--- src/rtl/fll_cfg_pkg.sv ---
// Shared types and constants for the FLL configuration controller.
package fll_cfg_pkg;

    typedef enum logic [2:0] {
        WAIT_ACK_LOW,
        BOOT_REQ,
        LOCK_WAIT,
        IDLE,
        HOST_XFER
    } state_t;

    // FLL configuration register map
    localparam logic [1:0] REG_STATUS = 2'd0;
    localparam logic [1:0] REG_CFG1   = 2'd1;
    localparam logic [1:0] REG_CFG2   = 2'd2;
    localparam logic [1:0] REG_INTEG  = 2'd3;

    // Bits needed for a counter that must be able to hold max_val
    function automatic int unsigned cnt_width(input int unsigned max_val);
        return $clog2(max_val + 1);
    endfunction

endpackage

--- src/rtl/fll_cfg_ctrl_lock_filter.sv ---
// Debounces the raw FLL lock: lock rises after LOCK_STABLE consecutive high
// samples and falls after LOSS_FILTER consecutive low samples.
module fll_lock_filter
    import fll_cfg_pkg::*;
#(
    parameter int unsigned LOCK_STABLE = 16,
    parameter int unsigned LOSS_FILTER = 4
) (
    input  logic clk,
    input  logic rst,
    input  logic fll_lock_i,
    output logic lock_o
);

    localparam int unsigned HI_W = cnt_width(LOCK_STABLE);
    localparam int unsigned LO_W = cnt_width(LOSS_FILTER);
    localparam logic [HI_W-1:0] HI_MAX  = HI_W'(LOCK_STABLE);
    localparam logic [HI_W-1:0] HI_LAST = HI_W'(LOCK_STABLE - 1);
    localparam logic [LO_W-1:0] LO_MAX  = LO_W'(LOSS_FILTER);
    localparam logic [LO_W-1:0] LO_LAST = LO_W'(LOSS_FILTER - 1);

    logic [HI_W-1:0] hi_cnt;
    logic [LO_W-1:0] lo_cnt;

    // Saturating run-length counters; lock_o changes on the sample that completes a run
    always_ff @(posedge clk) begin
        if (rst) begin
            hi_cnt <= '0;
            lo_cnt <= '0;
            lock_o <= 1'b0;
        end else if (fll_lock_i) begin
            lo_cnt <= '0;
            if (hi_cnt != HI_MAX) hi_cnt <= hi_cnt + 1'b1;
            if (hi_cnt >= HI_LAST) lock_o <= 1'b1;
        end else begin
            hi_cnt <= '0;
            if (lo_cnt != LO_MAX) lo_cnt <= lo_cnt + 1'b1;
            if (lo_cnt >= LO_LAST) lock_o <= 1'b0;
        end
    end

endmodule

--- src/rtl/fll_cfg_ctrl.sv ---
// FLL configuration controller: boots the FLL, switches the core clock to the
// FLL once lock is stable, forwards host accesses and handles lock loss.
module fll_cfg_ctrl
    import fll_cfg_pkg::*;
#(
    parameter logic [31:0] BOOT_CFG1    = 32'h0004_05F5,
    parameter logic [31:0] BOOT_CFG2    = 32'h0000_0104,
    parameter int unsigned LOCK_STABLE  = 16,
    parameter int unsigned LOCK_TIMEOUT = 4096,
    parameter int unsigned LOSS_FILTER  = 4
) (
    input  logic        clk,
    input  logic        rst,
    input  logic        host_req_i,
    input  logic        host_wrn_i,
    input  logic [1:0]  host_add_i,
    input  logic [31:0] host_wdata_i,
    output logic        host_ack_o,
    output logic [31:0] host_rdata_o,
    output logic        fll_req_o,
    output logic        fll_wrn_o,
    output logic [1:0]  fll_add_o,
    output logic [31:0] fll_wdata_o,
    input  logic        fll_ack_i,
    input  logic [31:0] fll_rdata_i,
    input  logic        fll_lock_i,
    output logic        clk_sel_o,
    output logic        lock_o,
    output logic        boot_done_o,
    output logic        lock_err_o,
    output logic        lock_lost_o
);

    localparam int unsigned WAIT_W = cnt_width(LOCK_TIMEOUT);
    localparam logic [WAIT_W-1:0] WAIT_LAST = WAIT_W'(LOCK_TIMEOUT - 1);

    state_t            state, state_d;
    state_t            ret_state, ret_d;
    logic [1:0]        boot_idx, idx_d;
    logic [WAIT_W-1:0] wait_cnt, wait_d;
    logic              loss_pend, loss_d;

    logic        req_d, wrn_d, hack_d, sel_d, done_d, err_d, lost_d;
    logic [1:0]  add_d;
    logic [31:0] wdata_d, hrdata_d;

    logic lock_loss;
    logic host_cfg_write;
    logic fll_cfg_write;

    fll_lock_filter #(
        .LOCK_STABLE (LOCK_STABLE),
        .LOSS_FILTER (LOSS_FILTER)
    ) u_lock_filter (
        .clk        (clk),
        .rst        (rst),
        .fll_lock_i (fll_lock_i),
        .lock_o     (lock_o)
    );

    // clk_sel_o is only ever set while lock_o is high, so this level is a falling event
    assign lock_loss      = clk_sel_o && !lock_o && (state == IDLE || state == HOST_XFER);
    assign host_cfg_write = !host_wrn_i && (host_add_i == REG_CFG1 || host_add_i == REG_CFG2);
    assign fll_cfg_write  = !fll_wrn_o && (fll_add_o == REG_CFG1 || fll_add_o == REG_CFG2);

    // Next-state and next-output logic
    always_comb begin
        state_d  = state;
        ret_d    = ret_state;
        idx_d    = boot_idx;
        wait_d   = '0;
        loss_d   = loss_pend;
        req_d    = fll_req_o;
        wrn_d    = fll_wrn_o;
        add_d    = fll_add_o;
        wdata_d  = fll_wdata_o;
        hack_d   = 1'b0;
        hrdata_d = host_rdata_o;
        sel_d    = clk_sel_o;
        done_d   = boot_done_o;
        err_d    = lock_err_o;
        lost_d   = 1'b0;

        if (lock_loss) begin
            sel_d  = 1'b0;
            lost_d = 1'b1;
            err_d  = 1'b1;
            loss_d = 1'b1;
        end

        case (state)
            WAIT_ACK_LOW: begin
                if (!fll_ack_i) state_d = ret_state;
            end

            BOOT_REQ: begin
                if (!fll_req_o) begin
                    req_d   = 1'b1;
                    wrn_d   = 1'b0;
                    add_d   = boot_idx;
                    wdata_d = (boot_idx == REG_CFG1) ? BOOT_CFG1 : BOOT_CFG2;
                end else if (fll_ack_i) begin
                    req_d   = 1'b0;
                    state_d = WAIT_ACK_LOW;
                    if (boot_idx == REG_CFG2) begin
                        ret_d = LOCK_WAIT;
                    end else begin
                        ret_d = BOOT_REQ;
                        idx_d = boot_idx + 2'd1;
                    end
                end
            end

            LOCK_WAIT: begin
                sel_d = 1'b0;
                if (lock_o) begin
                    sel_d   = 1'b1;
                    done_d  = 1'b1;
                    loss_d  = 1'b0;
                    state_d = IDLE;
                end else if (wait_cnt == WAIT_LAST) begin
                    err_d   = 1'b1;
                    done_d  = 1'b1;
                    loss_d  = 1'b0;
                    state_d = IDLE;
                end else begin
                    wait_d = wait_cnt + 1'b1;
                end
            end

            IDLE: begin
                if (lock_loss) begin
                    state_d = LOCK_WAIT;
                end else if (host_req_i && boot_done_o) begin
                    state_d = HOST_XFER;
                    wrn_d   = host_wrn_i;
                    add_d   = host_add_i;
                    wdata_d = host_wdata_i;
                    if (host_cfg_write) sel_d = 1'b0;
                end
            end

            HOST_XFER: begin
                if (!fll_req_o) begin
                    req_d = 1'b1;
                end else if (fll_ack_i) begin
                    req_d    = 1'b0;
                    hack_d   = 1'b1;
                    hrdata_d = fll_rdata_i;
                    state_d  = WAIT_ACK_LOW;
                    ret_d    = (loss_pend || lock_loss || fll_cfg_write) ? LOCK_WAIT : IDLE;
                end
            end

            default: state_d = WAIT_ACK_LOW;
        endcase
    end

    // State and registered outputs
    always_ff @(posedge clk) begin
        if (rst) begin
            state        <= WAIT_ACK_LOW;
            ret_state    <= BOOT_REQ;
            boot_idx     <= REG_CFG1;
            wait_cnt     <= '0;
            loss_pend    <= 1'b0;
            fll_req_o    <= 1'b0;
            fll_wrn_o    <= 1'b0;
            fll_add_o    <= '0;
            fll_wdata_o  <= '0;
            host_ack_o   <= 1'b0;
            host_rdata_o <= '0;
            clk_sel_o    <= 1'b0;
            boot_done_o  <= 1'b0;
            lock_err_o   <= 1'b0;
            lock_lost_o  <= 1'b0;
        end else begin
            state        <= state_d;
            ret_state    <= ret_d;
            boot_idx     <= idx_d;
            wait_cnt     <= wait_d;
            loss_pend    <= loss_d;
            fll_req_o    <= req_d;
            fll_wrn_o    <= wrn_d;
            fll_add_o    <= add_d;
            fll_wdata_o  <= wdata_d;
            host_ack_o   <= hack_d;
            host_rdata_o <= hrdata_d;
            clk_sel_o    <= sel_d;
            boot_done_o  <= done_d;
            lock_err_o   <= err_d;
            lock_lost_o  <= lost_d;
        end
    end

endmodule

--- config.mk ---
export PLATFORM = sky130hd
export DESIGN_NAME = fll_cfg_ctrl
export DESIGN_NICKNAME = d
export VERILOG_FILES = /design/src/rtl/fll_cfg_pkg.sv /design/src/rtl/fll_cfg_ctrl_lock_filter.sv /design/src/rtl/fll_cfg_ctrl.sv
export SDC_FILE = /design/constraint.sdc
export NUM_CORES = 1
export LEC_CHECK = 0
export ABC_AREA = 1
export ABC_CLOCK_PERIOD_IN_PS = 1700
export BUFFER_PORTS_ARGS = -buffer_cell sky130_fd_sc_hd__buf_2
export CAP_MARGIN = 10
export CORE_UTILIZATION = 50
export DETAILED_ROUTE_END_ITERATION = 12
export PLACE_DENSITY_LB_ADDON = 0.25
export SYNTH_ARGS = -nofsm -noshare
export SYNTH_HDL_FRONTEND = slang
export SYNTH_SLANG_ARGS = --single-unit
--- constraint.sdc ---
create_clock -name clk -period 1.7 [get_ports clk]
set_input_delay 0.34 -clock clk [delete_from_list [all_inputs] [get_ports clk]]
set_output_delay 0.34 -clock clk [all_outputs]
set_load 0.005 [all_outputs]
== Word-level counts from Yosys, hierarchy flattened ==
Index checks and enable logic that the tools add are counted.
Word-level totals
  bits in registers: 104
  output and inout port bits: 74
Cells by class
  $add $sub $neg: 4
  magnitude comparators: 2
  equality and inequality tests: 26
  multiplexer cells: 51
  bitwise gates (word level): 5
  reduce and logical (&&, ||, !) cells: 30
Operators by type and width (number)
  32-bit two-way mux: 3
  32-bit case mux with 2 select lines: 1
  3-bit two-way mux: 11
  1-bit two-way mux: 26
  19-bit two-way mux: 1
  2-bit != test (second input constant): 7
  13-bit by 1-bit adder with 13-bit output (second input constant): 1
  13-bit by 12-bit equality test with 1-bit output (second input constant): 1
  3-bit case mux with 4 select lines: 1
  5-bit AND reduction: 2
  2-bit two-way mux: 4
  2-bit by 1-bit != test with 1-bit output (second input constant): 4
  4-bit AND reduction: 2
  2-bit nonzero test: 4
  2-bit by 1-bit equality test with 1-bit output (second input constant): 3
  2-bit equality test (second input constant): 3
  3-bit by 2-bit equality test with 1-bit output (second input constant): 2
  3-bit by 2-bit != test with 1-bit output (second input constant): 2
  3-bit case mux with 2 select lines: 1
  2-bit OR reduction: 3
  5-bit by 1-bit adder with 5-bit output (second input constant): 1
  5-bit by 4-bit >= comparator with 1-bit output (second input constant): 1
  1-bit logical AND: 5
  1-bit logical OR: 5
  16 further kinds: 24

== Longest topological paths before layout ==
Gate-level depths: netlist (run 1).
  depth after elaboration: 9
  mapped depth: 10
  gate-level depth less buffers: 10

== By module ==
A second synthesis (run 1) with hierarchy kept.
Unflattened totals
  cell total of the unflattened synthesis: 589
  area total of the unflattened synthesis: 4307.9 um2
Modules (own cells, without submodules)
  fll_cfg_ctrl: times used 1, cells each 523, area each 3826.2 um2, seq. area each 1881.8 um2
  fll_lock_filter: times used 1, cells each 66, area each 481.7 um2, seq. area each 180.2 um2

== Worst setup path before layout (run 1) ==
OpenSTA, ideal clock, no wires.
  path type: register to register
  from: register state[2]
  to: register fll_wdata_o[10]
  setup time: 116 ps
  arrival: 1240 ps
  setup slack: 345 ps
  stages on the path, launching flop included: 8
  buffers on the path: 1
  cells stage by stage: dfxtp_1 -> inv_2 -> nand3_2 -> o22ai_4 -> nand2_2 -> buf_2 -> o21ai_0 -> nor2_1
Between the ends
  cells in the longest elaborated chain, start to end: 5
  elaborated cells on any way between the ends: 11
Ends and longest elaborated chain
  start, declared: RTL line fll_cfg_ctrl.sv:37  | state_t state, state_d;
  start signal, assigned: RTL line fll_cfg_ctrl.sv:178  | state <= state_d;
  3-bit by 2-bit equality test with 1-bit output or 3-bit equality test (tied branches): RTL line fll_cfg_ctrl.sv:62, fll_cfg_ctrl.sv:91
  1-bit logical OR: RTL line fll_cfg_ctrl.sv:62  | assign lock_loss = clk_sel_o && !lock_o && (state == IDLE || state == HOST_XFER);
  1-bit logical AND: RTL line fll_cfg_ctrl.sv:62
  2-bit != test (no source line)
  4-bit AND reduction (no source line)
  end signal, assigned: RTL line fll_cfg_ctrl.sv:186  | fll_wdata_o <= wdata_d;
  end, declared: RTL line fll_cfg_ctrl.sv:23  | output logic [31:0] fll_wdata_o,
Several ways; a longest one is shown, not always the timed one.
A chain may end at the register's enable or synchronous reset.

== Worst setup path after layout (run 1) ==
  from: register state[2]
  to: register fll_wdata_o[8]
The elaborated chain is that of the path after synthesis.

==> impl_metrics.py, run 1 <==
metrics = {
    "setup_path": {
        "crit_slowest_cell": "dfxtp_1",
        "cp_max_fo": 25,
        "cp_cell_sequence": "inv_2, nand3_2, o22ai_4, buf_4, nand2_1, o21ai_0, nor2_1",
        "crit_required_ns": 1.95,
        "crit_path_start_kind": "register",
        "max_stage_delay_ns": 0.34,
        "worst-setup-path-type": "register to register",
        "worst-r2r-cell-count": 7,
        "crit_path_end_kind": "register",
        "arrival_ns": 1.79,
    },
    "floorplanning": {
        "start_util": 0.526,
        "placementRows": 32,
        "die_y_um": 93.1,
        "core_area_um2": 7890,
        "top_level_ports": 146,
        "fp.dieArea_um2": 8660,
        "die_w_um": 93.1,
    },
    "clocking": {
        "htreeDepth": 3,
        "postCtsHoldBufs": 0,
        "worstSkewPairLatency_ns": 0.35,
        "cts_tree": "built",
        "cts_sinks": 103,
        "cts_root_buf": "clkbuf_8",
        "clock_path_buffers": 2,
        "cts.repair.resized": 0,
        "clk_pin_slew_worst_paths_ns": 0.10,
        "cts_setup_buffers": 0,
        "cts_buffers": 9,
    },
    "timing": {
        "rsz0062_at_grt": "no",
        "setup_viol": 0,
        "drv_slew": 0,
        "skew_ns": 0.0114,
        "worst_pin_slew_ns": 0.485,
        "fmax_mhz": 646,
        "hold_violations": 0,
        "tns_ns": 0,
        "timing.final.crit_share": 0.910,
        "slew_headroom": 0.676,
        "finalCriticalPeriod_ns": 1.55,
    },
    "power": {
        "p_switching_mw": 1.97,
        "powerDensity_nw_per_um2": 1100,
        "power_leakage_nw": 2.28,
        "p_int_mw": 3.74,
        "swShare": 0.345,
        "ir_drop_v": 0.000471,
        "sequentialPowerShare": 0.480,
        "power_frac_comb": 0.277,
        "p_total_mw": 5.71,
        "pwr-share-clk": 0.243,
    },
    "synth": {
        "synth_seq_cells": 103,
        "synth_nets": 626,
        "synth_area_leader_cell": "dfxtp_1",
        "yosys-top-cells-area": "dfxtp_1 (50%), nand2_1 (10%), a21oi_1 (8.4%)",
        "syn_area_um2": 4150,
        "ys_seq_area_frac": 0.497,
        "netlist_instances": 545,
        "netlist.area_leader.share": 0.497,
        "avgSynthCellArea_um2": 7.61,
        "yosysWarnings": 0,
        "synth_cell_types": 27,
    },
    "grt": {
        "grt_max_degree": 47,
        "grt_pass1_vias": 3731,
        "grt_overflow": 0,
        "grt_use_total": 0.231,
        "grt_pass1_wl_um": 16200,
        "antenna_found_initial": 0,
    },
    "cells_and_area": {
        "final_cell_mix": "buf_2 (145), nand2_1 (110), dfxtp_1 (103), a21oi_1 (70), nand3_1 (66)",
        "antenna_cells": 0,
        "n_fill_cell": 729,
        "postLayoutCoreUtil": 0.658,
        "seq_area_um2": 2060,
        "drive_above_1_share": 0.265,
        "final_common_cell": "buf_2",
        "nNetsFinal": 766,
        "multi_input_area_um2": 1820,
        "syn_to_final_growth_pct": 25.2,
    },
    "drt": {
        "drtPass1Iterations": 4,
        "routed_wl_um": 9820,
        "drt_iter0_markers": 147,
        "drc": 0,
        "via_per_inst": 5.11,
        "num_vias": 4044,
        "drtAntennaViolNets": 0,
        "wire_per_inst_um": 12.4,
    },
    "hold_path": {
        "hold_depth": 3,
        "min_path_type": "input pin to register",
    },
    "job": {
        "max_cap_violations": 0,
    },
    "place": {
        "hpwl_um": 7160,
        "io_buffers": 145,
        "globalplace.congestion": 0.887,
    },
    "status": {
        "outcome": "finished, final reports clean",
    },
}
registers in the layout, summed over array words and instances (netlist names):
signal                count
state                     3
boot_done_o               1
boot_idx                  2
fll_wdata_o              32
host_ack_o                1
lock_err_o                1
loss_pend                 1
host_rdata_o             32
lock_lost_o               1
wait_cnt                 13
fll_req_o                 1
u_lock_filter.lock_o      1
u_lock_filter.hi_cnt      5
clk_sel_o                 1
fll_wrn_o                 1
fll_add_o                 2
u_lock_filter.lo_cnt      3
ret_state                 2
worst paths after layout:
| check | start | to | slack [ns] |
|---|---|---|---|
| worst max-delay path | state[2] | fll_wdata_o[8] | 0.15 |
| worst min-delay path | fll_rdata_i[24] | host_rdata_o[24] | 0.24 |
| worst max register to register | state[2] | fll_wdata_o[8] | 0.15 |
| worst min register to register | wait_cnt[0] | wait_cnt[0] | 0.45 |
synth_stat cells:
cell and n:
a211oi_1 1, a21boi_0 1, a21oi_1 70, a31o_2 1, buf_2 15, buf_4 1, clkbuf_1 12, clkinv_1 1
dfxtp_1 103, ha_1 9, inv_1 33, inv_2 4, nand2_1 110, nand2_2 1, nand3_1 66, nand3_2 1
nand4_1 6, nor2_1 65, nor2_2 1, nor3_1 5, nor3b_1 2, o21ai_0 24, o22ai_4 1, o31ai_1 1
or2_2 1, xnor2_1 3, xor2_1 7
metrics by stage:
stage | instances | hold slack [ns] | cell area (µm²) | setup slack, ns
after floorplan | 545 | 0.418 | 4150 | 0.345
after global placement | 776 | 0.430 | 5010 | 0.257
after detailed placement | 776 | 0.441 | 5010 | 0.176
after CTS | 792 | 0.226 | 5190 | 0.166
after global routing | 792 | 0.225 | 5190 | 0.00425
final | 792 | 0.242 | 5190 | 0.153
cell type report:
type,count,area share
well taps,102,0.0246
inverters,38,0.0275
clock buffers,9,0.0239
repair buffers,157,0.167
multi-input cells,376,0.350
clock inverters,7,0.0106
flip-flops and latches,103,0.397
worst max-delay path, delay by kind of cell (launching register included):
family | cells | cell delay [ns]
flip-flops | 1 | 0.34
AND/OR/NAND/NOR | 3 | 0.32
buffers and inverters | 2 | 0.38
AO/OA/AOI/OAI | 2 | 0.40
kinds of logic after synthesis:
| family | count (synthesis) | synth area share |
|---|---|---|
| AND/OR/NAND/NOR | 258 | 0.264 |
| flip-flops | 103 | 0.497 |
| AO/OA/AOI/OAI | 99 | 0.126 |
| buffers and inverters | 66 | 0.0652 |
| XOR/XNOR | 10 | 0.0211 |
| adder cells (fa/ha/maj) | 9 | 0.0271 |
power by group through the flow:
stage | logic (mW) | clock network [mW] | registers [mW]
CTS | 1.58 | 1.45 | 2.74
global route | 1.79 | 1.55 | 2.77
finish | 1.58 | 1.39 | 2.74
floorplan | 1.02 | 0 | 2.80
global placement | 1.55 | 0 | 2.79
detailed placement | 1.57 | 0 | 2.80
routing by layer:
layer  part of all wire  vias up  global-route usage  routed length [µm]
li1                   -     2067                   -                   -
met1               0.44     1816               0.280                4320
met2               0.47      143               0.395                4670
met3              0.067       18              0.0545                 655
met4              0.019        0              0.0885                 185
met5                  0        -                   0                   0
(Power assumes the default switching activity.)
==> run 2: changes to the inputs <==
CELL_PAD_IN_SITES_DETAIL_PLACEMENT = 0   (was default)
CELL_PAD_IN_SITES_GLOBAL_PLACEMENT = 1   (was default)
CORE_UTILIZATION = 35   (was 50)
==> run 2 against run 1 <==
Net effect:
- register-to-register slack better by 0.05 ns
- utilization shrank 19 points
- die area up 42%
==> impl_metrics.py, run 2 (same netlist as run 1, synthesis figures left out) <==
metrics = {
    "status": {
        "outcome": "finished, final reports clean",
    },
    "cells_and_area": {
        "final_common_cell": "buf_2",
        "drive_above_1_share": 0.264,
        "antenna_cells": 0,
        "syn_to_final_growth_pct": 29.4,
        "nNetsFinal": 765,
        "final_area_um2": 5370,
        "n_fill_cell": 1148,
        "final_cell_mix": "buf_2 (145), nand2_1 (110), dfxtp_1 (103), a21oi_1 (70), nand3_1 (66)",
        "top_regs": "fll_wdata_o (32), host_rdata_o (32), wait_cnt (13)",
    },
    "setup_path": {
        "critPathTopFamily": "simple AND/OR/NAND/NOR gates",
        "cp_common_cell": "inv_1",
        "crit_buf_inv": 3,
        "crit_required_ns": 1.97,
        "crit_path_start_kind": "register",
        "worst-setup-path-type": "register to register",
        "worst-r2r-cell-count": 7,
        "r2r_end": "fll_wdata_o[11]",
        "cp_max_fo": 23,
        "r2r-start": "u_lock_filter.lock_o",
        "crit_slowest_cell": "dfxtp_1",
        "cp_cell_sequence": "inv_1, nand2_1, inv_1, nor2_2, buf_12, nand3_1, a21oi_1",
        "arrival_ns": 1.77,
        "r2r_slack_ns": 0.20,
        "max_stage_delay_ns": 0.38,
        "crit_path_end_kind": "register",
    },
    "timing": {
        "hold_violations": 0,
        "fmax_mhz": 668,
        "tns_ns": 0,
        "skew_ns": 0.00872,
        "drv_slew": 0,
        "rsz0062_at_grt": "no",
        "timing.final.crit_share": 0.881,
        "setup_viol": 0,
        "finalCriticalPeriod_ns": 1.50,
        "slew_headroom": 0.695,
        "worst_pin_slew_ns": 0.457,
    },
    "place": {
        "globalplace.congestion": 0.786,
        "hpwl_um": 7370,
        "io_buffers": 145,
        "placed_cell_area_um2": 5060,
    },
    "drt": {
        "drt_iter0_markers": 306,
        "drc": 0,
        "num_vias": 3986,
        "via_per_inst": 4.79,
        "routed_wl_um": 10300,
        "wire_per_inst_um": 12.4,
        "drtAntennaViolNets": 0,
        "drtPass1Iterations": 4,
    },
    "clocking": {
        "cts_sinks": 103,
        "clock_path_buffers": 2,
        "cts_tree": "built",
        "cts_root_buf": "clkbuf_16",
        "clk_pin_slew_worst_paths_ns": 0.07,
        "postCtsHoldBufs": 0,
        "worstSkewPairLatency_ns": 0.35,
        "htreeDepth": 3,
        "cts_setup_buffers": 0,
        "cts_buffers": 9,
    },
    "floorplanning": {
        "placementRows": 39,
        "core_area_um2": 11500,
        "start_util": 0.362,
        "die_w_um": 111,
        "fp.dieArea_um2": 12300,
        "top_level_ports": 146,
        "die_y_um": 111,
    },
    "grt": {
        "grt_use_total": 0.170,
        "grt_pass1_vias": 3579,
        "grt_overflow": 0,
        "antenna_found_initial": 0,
        "grt_max_degree": 43,
        "grt_pass1_wl_um": 16800,
    },
    "power": {
        "ir_drop_v": 0.000654,
        "p_total_mw": 6.44,
        "powerDensity_nw_per_um2": 1200,
        "power_leakage_nw": 2.33,
    },
    "hold_path": {
        "hold_depth": 3,
        "hold_start": "fll_rdata_i[15]",
        "min_to": "host_rdata_o[15]",
        "min_path_type": "input pin to register",
    },
    "job": {
        "max_cap_violations": 0,
    },
}
[run 2: changes by cell type in the layout (fill, tap and decap cells not counted), sizes merged]
cell	change
bufinv	+1
buf	-1
clkbuf	+1
inv	-2
[run 2: final cells by class]
| class | count | area (µm²) | share of cell area |
|---|---|---|---|
| Clock buffer | 10 | 239 | 0.0445 |
| Clock inverter | 6 | 68.8 | 0.0128 |
| Inverter | 38 | 143 | 0.0266 |
| Multi-Input combinational cell | 376 | 1820 | 0.338 |
| Sequential cell | 103 | 2060 | 0.384 |
| Tap cell | 143 | 179 | 0.0333 |
| Timing Repair Buffer | 156 | 862 | 0.161 |
[run 2: where the power goes]
part	leakage [nW]	internal (mW)	switching [mW]
Sequential	0.833	2.61	0.131
Clock	0.149	1.19	0.924
Combinational	1.35	0.579	1.01
Total	2.33	4.38	2.06
[run 2: how the worst max path moves through the flow]
stage                    startpoint  depth (start not counted)              end
2_1_floorplan              state[2]                          7  fll_wdata_o[10]
3_3_place_gp               state[2]                          7   fll_wdata_o[8]
3_5_place_dp               state[2]                          7   fll_wdata_o[8]
4_1_cts                    state[2]                          7   fll_wdata_o[8]
5_1_grt                    state[2]                          7   fll_wdata_o[8]
6_report       u_lock_filter.lock_o                          7  fll_wdata_o[11]
[run 2: through the flow]
stage	utilization	std cells	hold slack, ns	setup slack [ns]
global placement	0.441	816	0.431	0.235
finish	0.468	832	0.249	0.203
CTS	0.468	832	0.235	0.167
global route	0.468	832	0.247	0.0750
floorplan	-	545	0.418	0.345
detailed placement	0.441	816	0.441	0.179
[run 2: what timing repair did]
action | 4_1_cts | 5_1_grt
endpoints found under the hold margin | 0 | 0
resized for setup | 0 | 1
setup endpoints to repair | 0 | 1
[run 2: layer usage]
metal  track usage  vias up  wire length, µm
met5             0        -                0
met4        0.0764        0              198
met3        0.0476       15              656
met2         0.271      119             4730
li1              -     2070                -
met1         0.212     1782             4760
[run 2: worst min-delay path, delay by kind of cell]
kind	cells	cell delay, ns
AOI/OAI and AO/OA	1	0.06
and+or+nand+nor	1	0.07
buffers and inverters	1	0.09
